===== config.mk =====
export PLATFORM = sky130hd
export DESIGN_NAME = mem_arbiter_flat
export DESIGN_NICKNAME = d
export VERILOG_FILES = /design/src/rtl/mem_arbiter_pkg.sv /design/src/rtl/mem_arbiter_if.sv /design/src/rtl/mem_arbiter_rr_arbiter2.sv /design/src/rtl/mem_arbiter.sv /design/src/flat_wrapper.sv
export SDC_FILE = /design/constraint.sdc
export NUM_CORES = 1
export LEC_CHECK = 0
export ABC_CLOCK_PERIOD_IN_PS = 4800
export BUFFER_PORTS_ARGS = -buffer_cell sky130_fd_sc_hd__buf_2
export CAP_MARGIN = 20
export CORE_MARGIN = 3
export CORE_UTILIZATION = 30
export CTS_BUF_LIST = sky130_fd_sc_hd__clkbuf_8 sky130_fd_sc_hd__clkbuf_16
export DETAILED_ROUTE_END_ITERATION = 8
export GPL_TIMING_DRIVEN = 0
export PLACE_DENSITY = 0.59
export SYNTH_ARGS = -nofsm -noshare
export SYNTH_HDL_FRONTEND = slang
export SYNTH_SLANG_ARGS = --single-unit

===== constraint.sdc =====
create_clock -name clock -period 4.8 [get_ports clock]
set_input_delay 0.24 -clock clock [delete_from_list [all_inputs] [get_ports clock]]
set_output_delay 0.24 -clock clock [all_outputs]
set_load 0.05 [all_outputs]

===== src/rtl/mem_arbiter_pkg.sv =====
// Shared types and constants for the Dijkstra engine memory arbiter.
`ifndef DEFAULT_MADDR_WIDTH
`define DEFAULT_MADDR_WIDTH 16
`endif
`ifndef DEFAULT_MDATA_WIDTH
`define DEFAULT_MDATA_WIDTH 32
`endif

package dijkstra_pkg;

    typedef enum logic [1:0] {
        IDLE   = 2'd0,
        ACCESS = 2'd1,
        RESP   = 2'd2
    } arb_state_t;

    // Requester indices: edge-cache line fills and distance/prev writeback.
    localparam logic PORT_EDGE = 1'b0;
    localparam logic PORT_WB   = 1'b1;

endpackage


===== src/rtl/mem_arbiter_if.sv =====
// Requester and memory-side handshake bundle around the memory arbiter.
interface mem_arbiter_if #(
    parameter int MADDR_WIDTH = `DEFAULT_MADDR_WIDTH,
    parameter int MDATA_WIDTH = `DEFAULT_MDATA_WIDTH
);
    logic                   p0_req;
    logic                   p0_write;
    logic [MADDR_WIDTH-1:0] p0_addr;
    logic [MDATA_WIDTH-1:0] p0_wdata;
    logic                   p0_done;
    logic [MDATA_WIDTH-1:0] p0_rdata;

    logic                   p1_req;
    logic                   p1_write;
    logic [MADDR_WIDTH-1:0] p1_addr;
    logic [MDATA_WIDTH-1:0] p1_wdata;
    logic                   p1_done;
    logic [MDATA_WIDTH-1:0] p1_rdata;

    logic                   mem_read_enable;
    logic                   mem_write_enable;
    logic [MADDR_WIDTH-1:0] mem_addr;
    logic [MDATA_WIDTH-1:0] mem_write_data;
    logic                   mem_read_ready;
    logic                   mem_write_ready;
    logic [MDATA_WIDTH-1:0] mem_read_data;

    // Arbiter side: serves both requesters and drives the memory port.
    modport master (
        input  p0_req, p0_write, p0_addr, p0_wdata,
        output p0_done, p0_rdata,
        input  p1_req, p1_write, p1_addr, p1_wdata,
        output p1_done, p1_rdata,
        output mem_read_enable, mem_write_enable, mem_addr, mem_write_data,
        input  mem_read_ready, mem_write_ready, mem_read_data
    );

    // Environment side: requesters and the memory itself.
    modport slave (
        output p0_req, p0_write, p0_addr, p0_wdata,
        input  p0_done, p0_rdata,
        output p1_req, p1_write, p1_addr, p1_wdata,
        input  p1_done, p1_rdata,
        input  mem_read_enable, mem_write_enable, mem_addr, mem_write_data,
        output mem_read_ready, mem_write_ready, mem_read_data
    );
endinterface


===== src/rtl/mem_arbiter_rr_arbiter2.sv =====
// Two-way round-robin grant with a last-grant pointer.
// The pointer resets to the writeback port so the edge port wins the first collision.
module rr_arbiter2
    import dijkstra_pkg::*;
(
    input  logic       clock,
    input  logic       reset,
    input  logic [1:0] req,
    input  logic       grant_strobe,
    output logic       grant_valid,
    output logic       grant_idx
);
    logic last_q;
    logic last_d;

    // Grant decode: a lone requester wins, a collision goes to the port not served last.
    always_comb begin
        grant_valid = |req;
        grant_idx   = PORT_EDGE;
        case (req)
            2'b01:   grant_idx = PORT_EDGE;
            2'b10:   grant_idx = PORT_WB;
            2'b11:   grant_idx = ~last_q;
            default: grant_idx = PORT_EDGE;
        endcase
    end

    // Pointer follows every grant that is actually taken.
    always_comb begin
        last_d = last_q;
        if (grant_strobe) begin
            last_d = grant_idx;
        end
    end

    // Last-grant pointer register.
    always_ff @(posedge clock or posedge reset) begin
        if (reset) begin
            last_q <= PORT_WB;
        end else begin
            last_q <= last_d;
        end
    end
endmodule


===== src/rtl/mem_arbiter.sv =====
// Shares the single external memory port between the edge cache (port 0)
// and result writeback (port 1), one transaction at a time.
module mem_arbiter
    import dijkstra_pkg::*;
#(
    parameter int MADDR_WIDTH = `DEFAULT_MADDR_WIDTH,
    parameter int MDATA_WIDTH = `DEFAULT_MDATA_WIDTH
) (
    input  logic          clock,
    input  logic          reset,
    mem_arbiter_if.master bus,
    output logic          busy
);
    arb_state_t             state_q, state_d;
    logic                   gnt_q, gnt_d;
    logic                   wr_q, wr_d;
    logic [MADDR_WIDTH-1:0] addr_q, addr_d;
    logic [MDATA_WIDTH-1:0] wdata_q, wdata_d;
    logic [MDATA_WIDTH-1:0] rdata0_q, rdata0_d;
    logic [MDATA_WIDTH-1:0] rdata1_q, rdata1_d;

    logic grant_valid;
    logic grant_idx;
    logic grant_strobe;

    // A grant is only taken from IDLE; requests elsewhere are ignored.
    assign grant_strobe = (state_q == IDLE) && grant_valid;

    rr_arbiter2 u_rr (
        .clock        (clock),
        .reset        (reset),
        .req          ({bus.p1_req, bus.p0_req}),
        .grant_strobe (grant_strobe),
        .grant_valid  (grant_valid),
        .grant_idx    (grant_idx)
    );

    // Next-state and latch logic: capture the granted request, wait for the matching ready.
    always_comb begin
        state_d  = state_q;
        gnt_d    = gnt_q;
        wr_d     = wr_q;
        addr_d   = addr_q;
        wdata_d  = wdata_q;
        rdata0_d = rdata0_q;
        rdata1_d = rdata1_q;
        case (state_q)
            IDLE: begin
                if (grant_valid) begin
                    gnt_d   = grant_idx;
                    wr_d    = grant_idx ? bus.p1_write : bus.p0_write;
                    addr_d  = grant_idx ? bus.p1_addr  : bus.p0_addr;
                    wdata_d = grant_idx ? bus.p1_wdata : bus.p0_wdata;
                    state_d = ACCESS;
                end
            end
            ACCESS: begin
                if (!wr_q && bus.mem_read_ready) begin
                    if (gnt_q == PORT_EDGE) begin
                        rdata0_d = bus.mem_read_data;
                    end else begin
                        rdata1_d = bus.mem_read_data;
                    end
                    state_d = RESP;
                end else if (wr_q && bus.mem_write_ready) begin
                    state_d = RESP;
                end
            end
            RESP: begin
                state_d = IDLE;
            end
            default: begin
                state_d = IDLE;
            end
        endcase
    end

    // State and latched-transaction registers; reset aborts any access in flight.
    always_ff @(posedge clock or posedge reset) begin
        if (reset) begin
            state_q  <= IDLE;
            gnt_q    <= PORT_EDGE;
            wr_q     <= 1'b0;
            addr_q   <= '0;
            wdata_q  <= '0;
            rdata0_q <= '0;
            rdata1_q <= '0;
        end else begin
            state_q  <= state_d;
            gnt_q    <= gnt_d;
            wr_q     <= wr_d;
            addr_q   <= addr_d;
            wdata_q  <= wdata_d;
            rdata0_q <= rdata0_d;
            rdata1_q <= rdata1_d;
        end
    end

    // Outputs decoded purely from registered state.
    always_comb begin
        bus.mem_read_enable  = (state_q == ACCESS) && !wr_q;
        bus.mem_write_enable = (state_q == ACCESS) && wr_q;
        bus.mem_addr         = addr_q;
        bus.mem_write_data   = wdata_q;
        bus.p0_done          = (state_q == RESP) && (gnt_q == PORT_EDGE);
        bus.p1_done          = (state_q == RESP) && (gnt_q == PORT_WB);
        bus.p0_rdata         = rdata0_q;
        bus.p1_rdata         = rdata1_q;
        busy                 = (state_q != IDLE);
    end
endmodule


===== src/flat_wrapper.sv =====
// flat-port wrapper written by rule: the top's interface ports become plain ports
module mem_arbiter_flat import dijkstra_pkg::*;
#(
    parameter int MADDR_WIDTH = `DEFAULT_MADDR_WIDTH,
    parameter int MDATA_WIDTH = `DEFAULT_MDATA_WIDTH
)
  (clock, reset, busy, bus_p0_req, bus_p0_write, bus_p0_addr, bus_p0_wdata, bus_p0_done, bus_p0_rdata, bus_p1_req, bus_p1_write, bus_p1_addr, bus_p1_wdata, bus_p1_done, bus_p1_rdata, bus_mem_read_enable, bus_mem_write_enable, bus_mem_addr, bus_mem_write_data, bus_mem_read_ready, bus_mem_write_ready, bus_mem_read_data);
  mem_arbiter_if #(.MADDR_WIDTH(MADDR_WIDTH), .MDATA_WIDTH(MDATA_WIDTH)) bus_i ();
  input  logic clock;
  input  logic reset;
  output logic busy;
  input wire logic [$bits(bus_i.p0_req)-1:0] bus_p0_req;
  input wire logic [$bits(bus_i.p0_write)-1:0] bus_p0_write;
  input wire logic [$bits(bus_i.p0_addr)-1:0] bus_p0_addr;
  input wire logic [$bits(bus_i.p0_wdata)-1:0] bus_p0_wdata;
  output wire logic [$bits(bus_i.p0_done)-1:0] bus_p0_done;
  output wire logic [$bits(bus_i.p0_rdata)-1:0] bus_p0_rdata;
  input wire logic [$bits(bus_i.p1_req)-1:0] bus_p1_req;
  input wire logic [$bits(bus_i.p1_write)-1:0] bus_p1_write;
  input wire logic [$bits(bus_i.p1_addr)-1:0] bus_p1_addr;
  input wire logic [$bits(bus_i.p1_wdata)-1:0] bus_p1_wdata;
  output wire logic [$bits(bus_i.p1_done)-1:0] bus_p1_done;
  output wire logic [$bits(bus_i.p1_rdata)-1:0] bus_p1_rdata;
  output wire logic [$bits(bus_i.mem_read_enable)-1:0] bus_mem_read_enable;
  output wire logic [$bits(bus_i.mem_write_enable)-1:0] bus_mem_write_enable;
  output wire logic [$bits(bus_i.mem_addr)-1:0] bus_mem_addr;
  output wire logic [$bits(bus_i.mem_write_data)-1:0] bus_mem_write_data;
  input wire logic [$bits(bus_i.mem_read_ready)-1:0] bus_mem_read_ready;
  input wire logic [$bits(bus_i.mem_write_ready)-1:0] bus_mem_write_ready;
  input wire logic [$bits(bus_i.mem_read_data)-1:0] bus_mem_read_data;
  assign bus_i.p0_req = bus_p0_req;
  assign bus_i.p0_write = bus_p0_write;
  assign bus_i.p0_addr = bus_p0_addr;
  assign bus_i.p0_wdata = bus_p0_wdata;
  assign bus_p0_done = bus_i.p0_done;
  assign bus_p0_rdata = bus_i.p0_rdata;
  assign bus_i.p1_req = bus_p1_req;
  assign bus_i.p1_write = bus_p1_write;
  assign bus_i.p1_addr = bus_p1_addr;
  assign bus_i.p1_wdata = bus_p1_wdata;
  assign bus_p1_done = bus_i.p1_done;
  assign bus_p1_rdata = bus_i.p1_rdata;
  assign bus_mem_read_enable = bus_i.mem_read_enable;
  assign bus_mem_write_enable = bus_i.mem_write_enable;
  assign bus_mem_addr = bus_i.mem_addr;
  assign bus_mem_write_data = bus_i.mem_write_data;
  assign bus_i.mem_read_ready = bus_mem_read_ready;
  assign bus_i.mem_write_ready = bus_mem_write_ready;
  assign bus_i.mem_read_data = bus_mem_read_data;
  mem_arbiter #(.MADDR_WIDTH(MADDR_WIDTH), .MDATA_WIDTH(MDATA_WIDTH)) u_core (.clock(clock), .reset(reset), .bus(bus_i), .busy(busy));
endmodule

==> results of run 1 <==
[state kept, by name, indices dropped and copies added (netlist names)]
register,cells
u_core.gnt_q,1
u_core.u_rr.last_q,1
u_core.bus.p1_rdata,32
u_core.state_q,2
u_core.bus.mem_addr,16
u_core.bus.mem_write_data,32
u_core.bus.p0_rdata,32
u_core.wr_q,1
[routing by layer]
layer / up-vias / track usage / share of wire
li1: 1966 / - / -
met1: 2060 / 0.197 / 0.41
met2: 187 / 0.296 / 0.49
met3: 26 / 0.0615 / 0.085
met4: 0 / 0.0566 / 0.017
met5: - / 0 / 0
[logic make-up (layout without fill, tap and decap cells)]
family,Yosys count,after routing,share of synthesized area
and+or+nand+nor,61,61,0.0550
muxes,67,67,0.152
other,0,3,0
AOI/OAI and AO/OA,101,101,0.166
buffers and inverters,35,320,0.0361
DFF,117,117,0.591
[cell usage in the layout, fill, tap and decap left out, drive strengths merged]
cell type,netlist,layout
a2bb2oi,49,49
diode,0,3
clkinvlp,0,2
clkinv,0,2
a211oi,49,49
a21boi,1,1
a31o,1,1
dfstp,1,1
dfrtp,116,116
clkbuf,17,36
nor4bb,1,1
nand2,51,51
dlygate4sd3,0,1
nor2b,1,1
mux2,66,66
mux2i,1,1
bufinv,0,5
a21bo,1,1
nor3b,1,1
and3,1,1
nor2,4,4
or2,1,1
buf,16,269
inv,2,5
nor3,1,1
[stage by stage]
step           hold slack [ps]  instance area [um^2]  utilization  std cells
2_1_floorplan              370                  4960            -        381
3_3_place_gp               467                  6490        0.406        849
3_5_place_dp               272                  6520        0.408        850
4_1_cts                   39.3                  7170        0.448        882
5_1_grt                   52.3                  7170        0.448        882
6_report                  64.9                  7180        0.449        885
[power groups by stage]
stage | clock (mW) | combinational [mW] | sequential [mW]
after floorplan | 0 | 1.03 | 3.39
after global placement | 0 | 3.52 | 1.74
after detailed placement | 0 | 3.56 | 1.76
after CTS | 1.40 | 3.56 | 1.75
after global routing | 1.46 | 3.69 | 1.81
final | 1.37 | 3.52 | 1.75
[worst reg2reg max path: cells and delay by family, from the launching register on]
family / cells / cell delay [ps]
AO/OA/AOI/OAI: 2 / 550
flip-flops: 1 / 430
AND/OR/NAND/NOR: 1 / 220
buffers and inverters: 2 / 450
[area by class of cell]
type                    instances  area (um^2)
diodes                          3         7.51
plain buffers                  33          171
clock buffers                  19          453
clock inverters                12          186
fillers                      1603         8820
inverters                       2         12.5
multi-input cells             229         1850
flip-flops and latches        117         2930
well taps                     216          270
repair buffers                254         1300
[worst max path at each step]
stage / startpoint / endpoint / slack, ps / cells after the start
final: u_core.state_q[0]$_DFFE_PP0P_ / busy / 2590 / 4
after global routing: u_core.state_q[0]$_DFFE_PP0P_ / busy / 2490 / 4
after CTS: u_core.state_q[0]$_DFFE_PP0P_ / busy / 2560 / 4
after detailed placement: u_core.u_rr.last_q$_DFFE_PP1P_ / u_core.bus.mem_write_data[0]$_DFFE_PP0P_ / 2990 / 5
after global placement: reset / u_core.bus.mem_write_data[8]$_DFFE_PP0P_ / 170 / 2
after floorplan: reset / u_core.bus.mem_addr[0]$_DFFE_PP0P_ / 1460 / 1
[what timing repair did]
| action | in CTS | in global routing |
|---|---|---|
| endpoints found under the setup margin | 0 | 0 |
| hold endpoints to repair | 42 | 0 |
| hold buffers | 1 | 0 |
==> impl_metrics.prom, run 1 <==
# TYPE chip_impl_metric gauge
chip_impl_metric{name="post-route-period-util",unit=""} 0.461
chip_impl_info{name="rsz_0062_raised_after_global_routing",value="no"} 1
chip_impl_metric{name="worst-slew-pin-transition",unit="ps"} 558
chip_impl_metric{name="power_switching_share",unit=""} 0.484
chip_impl_metric{name="max_cap_violations",unit=""} 0
chip_impl_info{name="timing.hold.worst_endpoint",value="u_core.bus.mem_write_data[8]$_DFFE_PP0P_"} 1
chip_impl_metric{name="timing.setup.tns",unit="ps"} 0
chip_impl_metric{name="final_skew",unit="ps"} 5.52
chip_impl_metric{name="internal-power",unit="mW"} 3.43
chip_impl_metric{name="routed-via-count",unit=""} 4239
chip_impl_metric{name="drt-initial-drc-count",unit=""} 126
chip_impl_metric{name="io-pin-count",unit=""} 253
chip_impl_metric{name="cts_max_path_buffers",unit=""} 2
chip_impl_metric{name="viasPerCell",unit=""} 4.79
chip_impl_metric{name="post_synth_num_cell_types",unit=""} 26
chip_impl_metric{name="clock_input_transition_at_the_sequential_cells_of_the_worst_setup_and_hold_paths",unit="ps"} 60
chip_impl_metric{name="worst-path-max-fanout",unit=""} 10
chip_impl_metric{name="yosysSeqAreaShare",unit=""} 0.591
chip_impl_metric{name="synthesis.area",unit="um^2"} 4960
chip_impl_metric{name="drt.antenna.violating_nets",unit=""} 0
chip_impl_info{name="clock_tree_from_tritoncts",value="yes"} 1
chip_impl_metric{name="die_width",unit="um"} 135
chip_impl_info{name="yosysMostFrequentCell",value="sky130_fd_sc_hd__dfrtp_1"} 1
chip_impl_metric{name="numCtsBuffers",unit=""} 17
chip_impl_info{name="yosys-top-cells-count",value="sky130_fd_sc_hd__dfrtp_1 (116), sky130_fd_sc_hd__mux2_2 (62), sky130_fd_sc_hd__nand2_1 (51)"} 1
chip_impl_metric{name="leakagePower",unit="nW"} 3.48
chip_impl_metric{name="syn-num-nets",unit=""} 517
chip_impl_info{name="min-delay-start",value="bus_p0_wdata[8]"} 1
chip_impl_metric{name="synth-edff-count",unit=""} 0
chip_impl_metric{name="final_hold_viol_count",unit=""} 0
chip_impl_metric{name="worstPathRequired",unit="ps"} 4560
chip_impl_metric{name="worst_slack",unit="ps"} 2590
chip_impl_metric{name="power.clock.fraction",unit=""} 0.206
chip_impl_metric{name="drt_pre_antenna_iters",unit=""} 4
chip_impl_metric{name="clock_period_minus_final_worst_setup_slack",unit="ps"} 2210
chip_impl_info{name="regToRegEndpoint",value="u_core.bus.mem_write_data[0]$_DFFE_PP0P_"} 1
chip_impl_metric{name="clkLatencyLatePin",unit="ps"} 410
chip_impl_metric{name="post_cts_buffers",unit=""} 0
chip_impl_info{name="worstPathCellList",value="or2_1, buf_2, buf_1, buf_2"} 1
chip_impl_metric{name="design.final.nets",unit=""} 790
chip_impl_metric{name="die_height",unit="um"} 135
chip_impl_metric{name="max_stage_delay",unit="ps"} 450
chip_impl_metric{name="synthDominantCellAreaShare",unit=""} 0.586
chip_impl_metric{name="avgRoutedWirePerCell",unit="um"} 17.7
chip_impl_metric{name="initial_core_util",unit=""} 0.310
chip_impl_metric{name="globalplace.congestion",unit=""} 0.822
chip_impl_info{name="status",value="finished, final reports clean"} 1
chip_impl_metric{name="cts_sinks",unit=""} 117
chip_impl_metric{name="grt_pass1_vias",unit=""} 4431
chip_impl_metric{name="timing.final.max_slew_violations",unit=""} 0
chip_impl_info{name="cell_family_with_most_cp_delay",value="buffers and inverters"} 1
chip_impl_info{name="startpoint_type",value="flop"} 1
chip_impl_metric{name="r2r_slack",unit="ps"} 3020
chip_impl_metric{name="timing.final.setup_violations",unit=""} 0
chip_impl_metric{name="worstHoldPathCells",unit=""} 3
chip_impl_metric{name="htreeDepth",unit=""} 4
chip_impl_metric{name="antenna_found_initial",unit=""} 0
chip_impl_metric{name="rows",unit=""} 46
chip_impl_metric{name="cts-resized-gates",unit=""} 0
chip_impl_metric{name="grt_remaining_overflow",unit=""} 0
chip_impl_metric{name="postSynthCellCount",unit=""} 381
chip_impl_metric{name="fmax",unit="MHz"} 452
chip_impl_info{name="timing_worst_setup_path_type",value="flop to primary output"} 1
chip_impl_metric{name="drc",unit=""} 0
chip_impl_info{name="cts.root.buffer_cell",value="sky130_fd_sc_hd__clkbuf_16"} 1
chip_impl_metric{name="synth_seq_cells",unit=""} 117
chip_impl_metric{name="p_comb_frac",unit=""} 0.530
chip_impl_metric{name="totalWireLength",unit="mm"} 15.6
chip_impl_metric{name="fp.coreArea",unit="um^2"} 16000
chip_impl_metric{name="p_switching",unit="mW"} 3.22
chip_impl_metric{name="groute.usage.overall",unit=""} 0.171
chip_impl_metric{name="critPathBufInv",unit=""} 3
chip_impl_info{name="synth-main-ff-cell",value="sky130_fd_sc_hd__dfrtp_1"} 1
chip_impl_metric{name="power.share.sequential",unit=""} 0.264
chip_impl_info{name="path_common_cell",value="sky130_fd_sc_hd__buf_2"} 1
chip_impl_metric{name="synthArstFlopShare",unit=""} 1.00
chip_impl_metric{name="post-place-ws",unit="ps"} 2990
chip_impl_metric{name="fp.dieArea",unit="um^2"} 18100
chip_impl_metric{name="portBuffers",unit=""} 252
chip_impl_info{name="synth_top_cell_by_area",value="sky130_fd_sc_hd__dfrtp_1"} 1
chip_impl_metric{name="rr_worst_depth",unit=""} 5
chip_impl_metric{name="power_per_cell_area",unit="nW/um^2"} 927
chip_impl_metric{name="vdd.ir_drop.worst",unit="uV"} 448
chip_impl_metric{name="avgSynthCellArea",unit="um^2"} 13.0
chip_impl_metric{name="power.total",unit="mW"} 6.65
chip_impl_metric{name="timing.critical_path.arrival",unit="ps"} 1970
chip_impl_info{name="crit_path_end_kind",value="primary output"} 1
chip_impl_metric{name="grt_pass1_wl",unit="mm"} 24.0
chip_impl_metric{name="hpwl",unit="mm"} 11.9
chip_impl_metric{name="yosys_warnings",unit=""} 0
chip_impl_metric{name="grt_max_degree",unit=""} 76
chip_impl_info{name="hp-class",value="input port to flop"} 1
chip_impl_metric{name="final_layout_size_suffix_gt1_frac",unit=""} 0.548
chip_impl_info{name="timing.critical_path.slowest_stage_cell",value="sky130_fd_sc_hd__buf_1"} 1
chip_impl_metric{name="area_delta_synth_final",unit="%"} 44.8
chip_impl_info{name="ys_top_cells_by_area",value="sky130_fd_sc_hd__dfrtp_1 (59%), sky130_fd_sc_hd__mux2_2 (14%), sky130_fd_sc_hd__a2bb2oi_1 (8.7%)"} 1
chip_impl_metric{name="slew_headroom",unit=""} 0.628
chip_impl_info{name="r2r_start",value="u_core.state_q[0]$_DFFE_PP0P_"} 1
Power figures use the tool's default switching activity.
==> inputs of run 2 (changes only) <==
--- a/config.mk
+++ b/config.mk
@@ -5,7 +5,8 @@
 export SDC_FILE = /design/constraint.sdc
 export NUM_CORES = 1
 export LEC_CHECK = 0
-export ABC_CLOCK_PERIOD_IN_PS = 4800
+export ABC_AREA = 1
+export ABC_CLOCK_PERIOD_IN_PS = 2009
 export BUFFER_PORTS_ARGS = -buffer_cell sky130_fd_sc_hd__buf_2
 export CAP_MARGIN = 20
 export CORE_MARGIN = 3
==> constraint.sdc (replaced) <==
create_clock -name clock -period 2.01 [get_ports clock]
set_input_delay 0.1005 -clock clock [delete_from_list [all_inputs] [get_ports clock]]
set_output_delay 0.1005 -clock clock [all_outputs]
set_load 0.05 [all_outputs]
==> run 2 against run 1 <==
Hold slack worse by 50 ps; power is 140% higher; critical path depth is 3 higher; largest cell class unchanged; critical endpoint is now u_core.bus.mem_write_data[28]$_DFFE_PP0P_; final cell count is 49% higher; via count is 38% higher; non-clock buffer count is 90 higher; sequential share of layout area is 6.6 points lower; first-iteration DRC count is 75% higher; die area is 12% higher; global-route usage is 1.7 points higher; synthesized area is 12% higher.
==> impl_metrics.prom, run 2 <==
# TYPE chip_impl_metric gauge
chip_impl_metric{name="synth_xor_area_frac",unit=""} 0
chip_impl_metric{name="yosysSeqAreaShare",unit=""} 0.525
chip_impl_info{name="hp-class",value="input port to flop"} 1
chip_impl_metric{name="synth_seq_cells",unit=""} 117
chip_impl_metric{name="drc",unit=""} 0
chip_impl_metric{name="cts_max_path_buffers",unit=""} 2
chip_impl_metric{name="viasPerCell",unit=""} 4.44
chip_impl_info{name="r2r_start",value="u_core.u_rr.last_q$_DFFE_PP1P_"} 1
chip_impl_metric{name="synth-compound-area-share",unit=""} 0.00179
chip_impl_metric{name="timing.setup.tns",unit="ps"} 0
chip_impl_metric{name="internal-power",unit="mW"} 7.53
chip_impl_metric{name="clock_input_transition_at_the_sequential_cells_of_the_worst_setup_and_hold_paths",unit="ps"} 60
chip_impl_metric{name="portBuffers",unit=""} 251
chip_impl_metric{name="timing.critical_path.arrival",unit="ps"} 2170
chip_impl_metric{name="r2r_slack",unit="ps"} 140
chip_impl_metric{name="grt_pass1_wl",unit="mm"} 30.2
chip_impl_metric{name="die_width",unit="um"} 142
chip_impl_metric{name="routed-via-count",unit=""} 5844
chip_impl_metric{name="worstPathRequired",unit="ps"} 2310
chip_impl_metric{name="worst-path-max-fanout",unit=""} 10
chip_impl_metric{name="fp.coreArea",unit="um^2"} 18100
chip_impl_metric{name="fmax",unit="MHz"} 534
chip_impl_info{name="status",value="finished, final reports clean"} 1
chip_impl_metric{name="totalWireLength",unit="mm"} 18.7
chip_impl_metric{name="clock_period_minus_final_worst_setup_slack",unit="ps"} 1870
chip_impl_info{name="timing.hold.worst_endpoint",value="u_core.bus.mem_addr[2]$_DFFE_PP0P_"} 1
chip_impl_metric{name="final_skew",unit="ps"} 9.34
chip_impl_info{name="timing.critical_path.slowest_stage_cell",value="sky130_fd_sc_hd__dlygate4sd3_1"} 1
chip_impl_metric{name="synthesis.area",unit="um^2"} 5580
chip_impl_info{name="ys_top_cells_by_area",value="sky130_fd_sc_hd__dfrtp_1 (52%), sky130_fd_sc_hd__nand2_1 (19%), sky130_fd_sc_hd__nand3_1 (15%)"} 1
chip_impl_metric{name="power_per_cell_area",unit="nW/um^2"} 1820
chip_impl_metric{name="yosys_warnings",unit=""} 0
chip_impl_metric{name="critPathBufInv",unit=""} 2
chip_impl_metric{name="final_layout_size_suffix_gt1_frac",unit=""} 0.304
chip_impl_metric{name="final_cell_area",unit="um^2"} 8570
chip_impl_metric{name="timing.final.setup_violations",unit=""} 0
chip_impl_info{name="clock_tree_from_tritoncts",value="yes"} 1
chip_impl_metric{name="diodes",unit=""} 0
chip_impl_info{name="yosys-top-cells-count",value="sky130_fd_sc_hd__nand2_1 (282), sky130_fd_sc_hd__nand3_1 (163), sky130_fd_sc_hd__dfrtp_1 (116)"} 1
chip_impl_metric{name="avgRoutedWirePerCell",unit="um"} 14.2
chip_impl_metric{name="postSynthCellCount",unit=""} 728
chip_impl_metric{name="p_comb_frac",unit=""} 0.539
chip_impl_metric{name="synthDominantCellAreaShare",unit=""} 0.521
chip_impl_metric{name="worstHoldPathCells",unit=""} 5
chip_impl_metric{name="dpl-instance-area",unit="um^2"} 7180
chip_impl_metric{name="drt-initial-drc-count",unit=""} 221
chip_impl_metric{name="initial_core_util",unit=""} 0.308
chip_impl_metric{name="power.share.sequential",unit=""} 0.264
chip_impl_metric{name="power_switching_share",unit=""} 0.518
chip_impl_metric{name="final_hold_viol_count",unit=""} 0
chip_impl_metric{name="antenna_found_initial",unit=""} 1
chip_impl_metric{name="avgSynthCellArea",unit="um^2"} 7.66
chip_impl_metric{name="grt_remaining_overflow",unit=""} 0
chip_impl_info{name="critical_path.startpoint",value="u_core.u_rr.last_q$_DFFE_PP1P_"} 1
chip_impl_info{name="timing_worst_setup_path_type",value="flop to flop"} 1
chip_impl_metric{name="max_stage_delay",unit="ps"} 550
chip_impl_metric{name="clkLatencyLatePin",unit="ps"} 410
chip_impl_info{name="final_cell_mix",value="sky130_fd_sc_hd__nand2_1 (281), sky130_fd_sc_hd__buf_2 (264), sky130_fd_sc_hd__nand3_1 (163)"} 1
chip_impl_info{name="min-delay-start",value="bus_p0_addr[2]"} 1
chip_impl_metric{name="rr_worst_depth",unit=""} 7
chip_impl_info{name="path_common_cell",value="sky130_fd_sc_hd__nand2_1"} 1
chip_impl_metric{name="globalplace.congestion",unit=""} 0.819
chip_impl_metric{name="synth_fa_ha_area_frac",unit=""} 0
chip_impl_metric{name="io-pin-count",unit=""} 253
chip_impl_metric{name="leakagePower",unit="nW"} 5.08
chip_impl_info{name="cell_family_with_most_cp_delay",value="buffers and inverters"} 1
chip_impl_info{name="synth-main-ff-cell",value="sky130_fd_sc_hd__dfrtp_1"} 1
chip_impl_info{name="synth_top_family_by_area",value="simple AND/OR/NAND/NOR gates"} 1
chip_impl_metric{name="worst-slew-pin-transition",unit="ps"} 530
chip_impl_metric{name="post-route-period-util",unit=""} 0.932
chip_impl_metric{name="max_cap_violations",unit=""} 0
chip_impl_metric{name="synth-edff-count",unit=""} 0
chip_impl_metric{name="power.clock.fraction",unit=""} 0.197
chip_impl_metric{name="timing.final.max_slew_violations",unit=""} 0
chip_impl_metric{name="area_delta_synth_final",unit="%"} 53.8
chip_impl_metric{name="drt_pre_antenna_iters",unit=""} 5
chip_impl_metric{name="rows",unit=""} 49
chip_impl_metric{name="slew_headroom",unit=""} 0.647
chip_impl_metric{name="hpwl",unit="mm"} 13.6
chip_impl_metric{name="vdd.ir_drop.worst",unit="uV"} 1030
chip_impl_metric{name="p_switching",unit="mW"} 8.10
chip_impl_metric{name="post_synth_num_cell_types",unit=""} 20
chip_impl_info{name="regToRegEndpoint",value="u_core.bus.mem_write_data[28]$_DFFE_PP0P_"} 1
chip_impl_metric{name="cts_sinks",unit=""} 117
chip_impl_info{name="yosysMostFrequentCell",value="sky130_fd_sc_hd__nand2_1"} 1
chip_impl_info{name="crit_path_end_kind",value="flop"} 1
chip_impl_metric{name="synthArstFlopShare",unit=""} 1.00
chip_impl_metric{name="syn-num-nets",unit=""} 864
chip_impl_metric{name="grt_pass1_vias",unit=""} 5926
chip_impl_metric{name="numCtsBuffers",unit=""} 17
chip_impl_metric{name="die_height",unit="um"} 142
chip_impl_metric{name="drt.antenna.violating_nets",unit=""} 0
chip_impl_metric{name="htreeDepth",unit=""} 4
chip_impl_metric{name="fp.dieArea",unit="um^2"} 20300
chip_impl_metric{name="design.final.nets",unit=""} 1215
chip_impl_info{name="most_common_library_cell_in_the_layout_ignoring_fill_and_taps",value="sky130_fd_sc_hd__nand2_1"} 1
chip_impl_metric{name="grt_max_degree",unit=""} 41
chip_impl_metric{name="synth.mux.area_fraction",unit=""} 0
chip_impl_info{name="cts.root.buffer_cell",value="sky130_fd_sc_hd__clkbuf_16"} 1
chip_impl_info{name="synth_top_cell_by_area",value="sky130_fd_sc_hd__dfrtp_1"} 1
chip_impl_info{name="startpoint_type",value="flop"} 1
chip_impl_metric{name="synth_simple_gate_area_frac",unit=""} 0.356
chip_impl_info{name="worstPathCellList",value="nand2_1, nand2_2, clkbuf_4, nand2_1, nand3_1, dlygate4sd3_1, nand2_1"} 1
chip_impl_info{name="rsz_0062_raised_after_global_routing",value="no"} 1
chip_impl_metric{name="groute.usage.overall",unit=""} 0.188
==> run 2: cells by family after synthesis <==
logic type             after synthesis
DFF                                117
and+or+nand+nor                    458
AOI/OAI and AO/OA                    2
buffers and inverters              151
==> run 2: worst max-delay path by stage <==
stage | endpoint | slack [ps] | cells after the start
6_report | u_core.bus.mem_write_data[28]$_DFFE_PP0P_ | 140 | 7
4_1_cts | u_core.bus.mem_write_data[28]$_DFFE_PP0P_ | 30 | 7
3_3_place_gp | u_core.bus.mem_write_data[17]$_DFFE_PP0P_ | -410 | 2
2_1_floorplan | bus_p1_done | 110 | 4
5_1_grt | u_core.bus.mem_write_data[31]$_DFFE_PP0P_ | 20 | 7
3_5_place_dp | bus_p1_done | 420 | 5
==> run 2: tightest hold or removal path, delay by kind of cell <==
kind,cells,cell delay (ps)
buf+inv,2,110
simple gates,3,180
==> run 2: metal layers <==
| layer | track usage | up-vias | share of wire |
|---|---|---|---|
| met5 | 0 | - | 0.00069 |
| met4 | 0.0595 | 2 | 0.015 |
| met3 | 0.0554 | 21 | 0.075 |
| met2 | 0.321 | 216 | 0.48 |
| met1 | 0.228 | 2682 | 0.43 |
| li1 | - | 2923 | - |
==> run 2: what timing repair did <==
| item | 4_1_cts | 5_1_grt |
|---|---|---|
| hold endpoints to repair | 184 | 0 |
| setup buffers | 0 | 0 |
| gates resized for setup | 0 | 3 |
| setup endpoints to repair | 1 | 2 |
| hold buffers | 79 | 0 |
==> run 2: area by class of cell <==
class | instances | area, um^2
buffer | 44 | 256
inverter | 106 | 402
clock inverter | 6 | 103
clock buffer | 22 | 494
multi-input combinational | 460 | 2000
tap | 229 | 287
sequential | 117 | 2930
timing repair buffer | 333 | 2110
fill | 1797 | 9510
==> run 2: power by group through the flow <==
stage               sequential (mW)  combinational, mW  clock (mW)
floorplan                      7.79               2.46           0
global placement               4.11               8.30           0
detailed placement             4.11               8.39           0
CTS                            4.11               8.50        3.15
global route                   4.26               9.05        3.26
finish                         4.12               8.43        3.09
==> run 2: stage by stage <==
step	hold slack, ps	power [mW]	setup slack (ps)	instances	util
final	14.4	15.6	137	1317	0.474
after global routing	10.3	16.6	17.1	1317	0.474
after CTS	0.0637	15.8	32.6	1317	0.474
after detailed placement	73.8	12.5	415	1211	0.397
after global placement	347	12.4	-409	1208	0.394
after floorplan	245	10.3	111	728	-
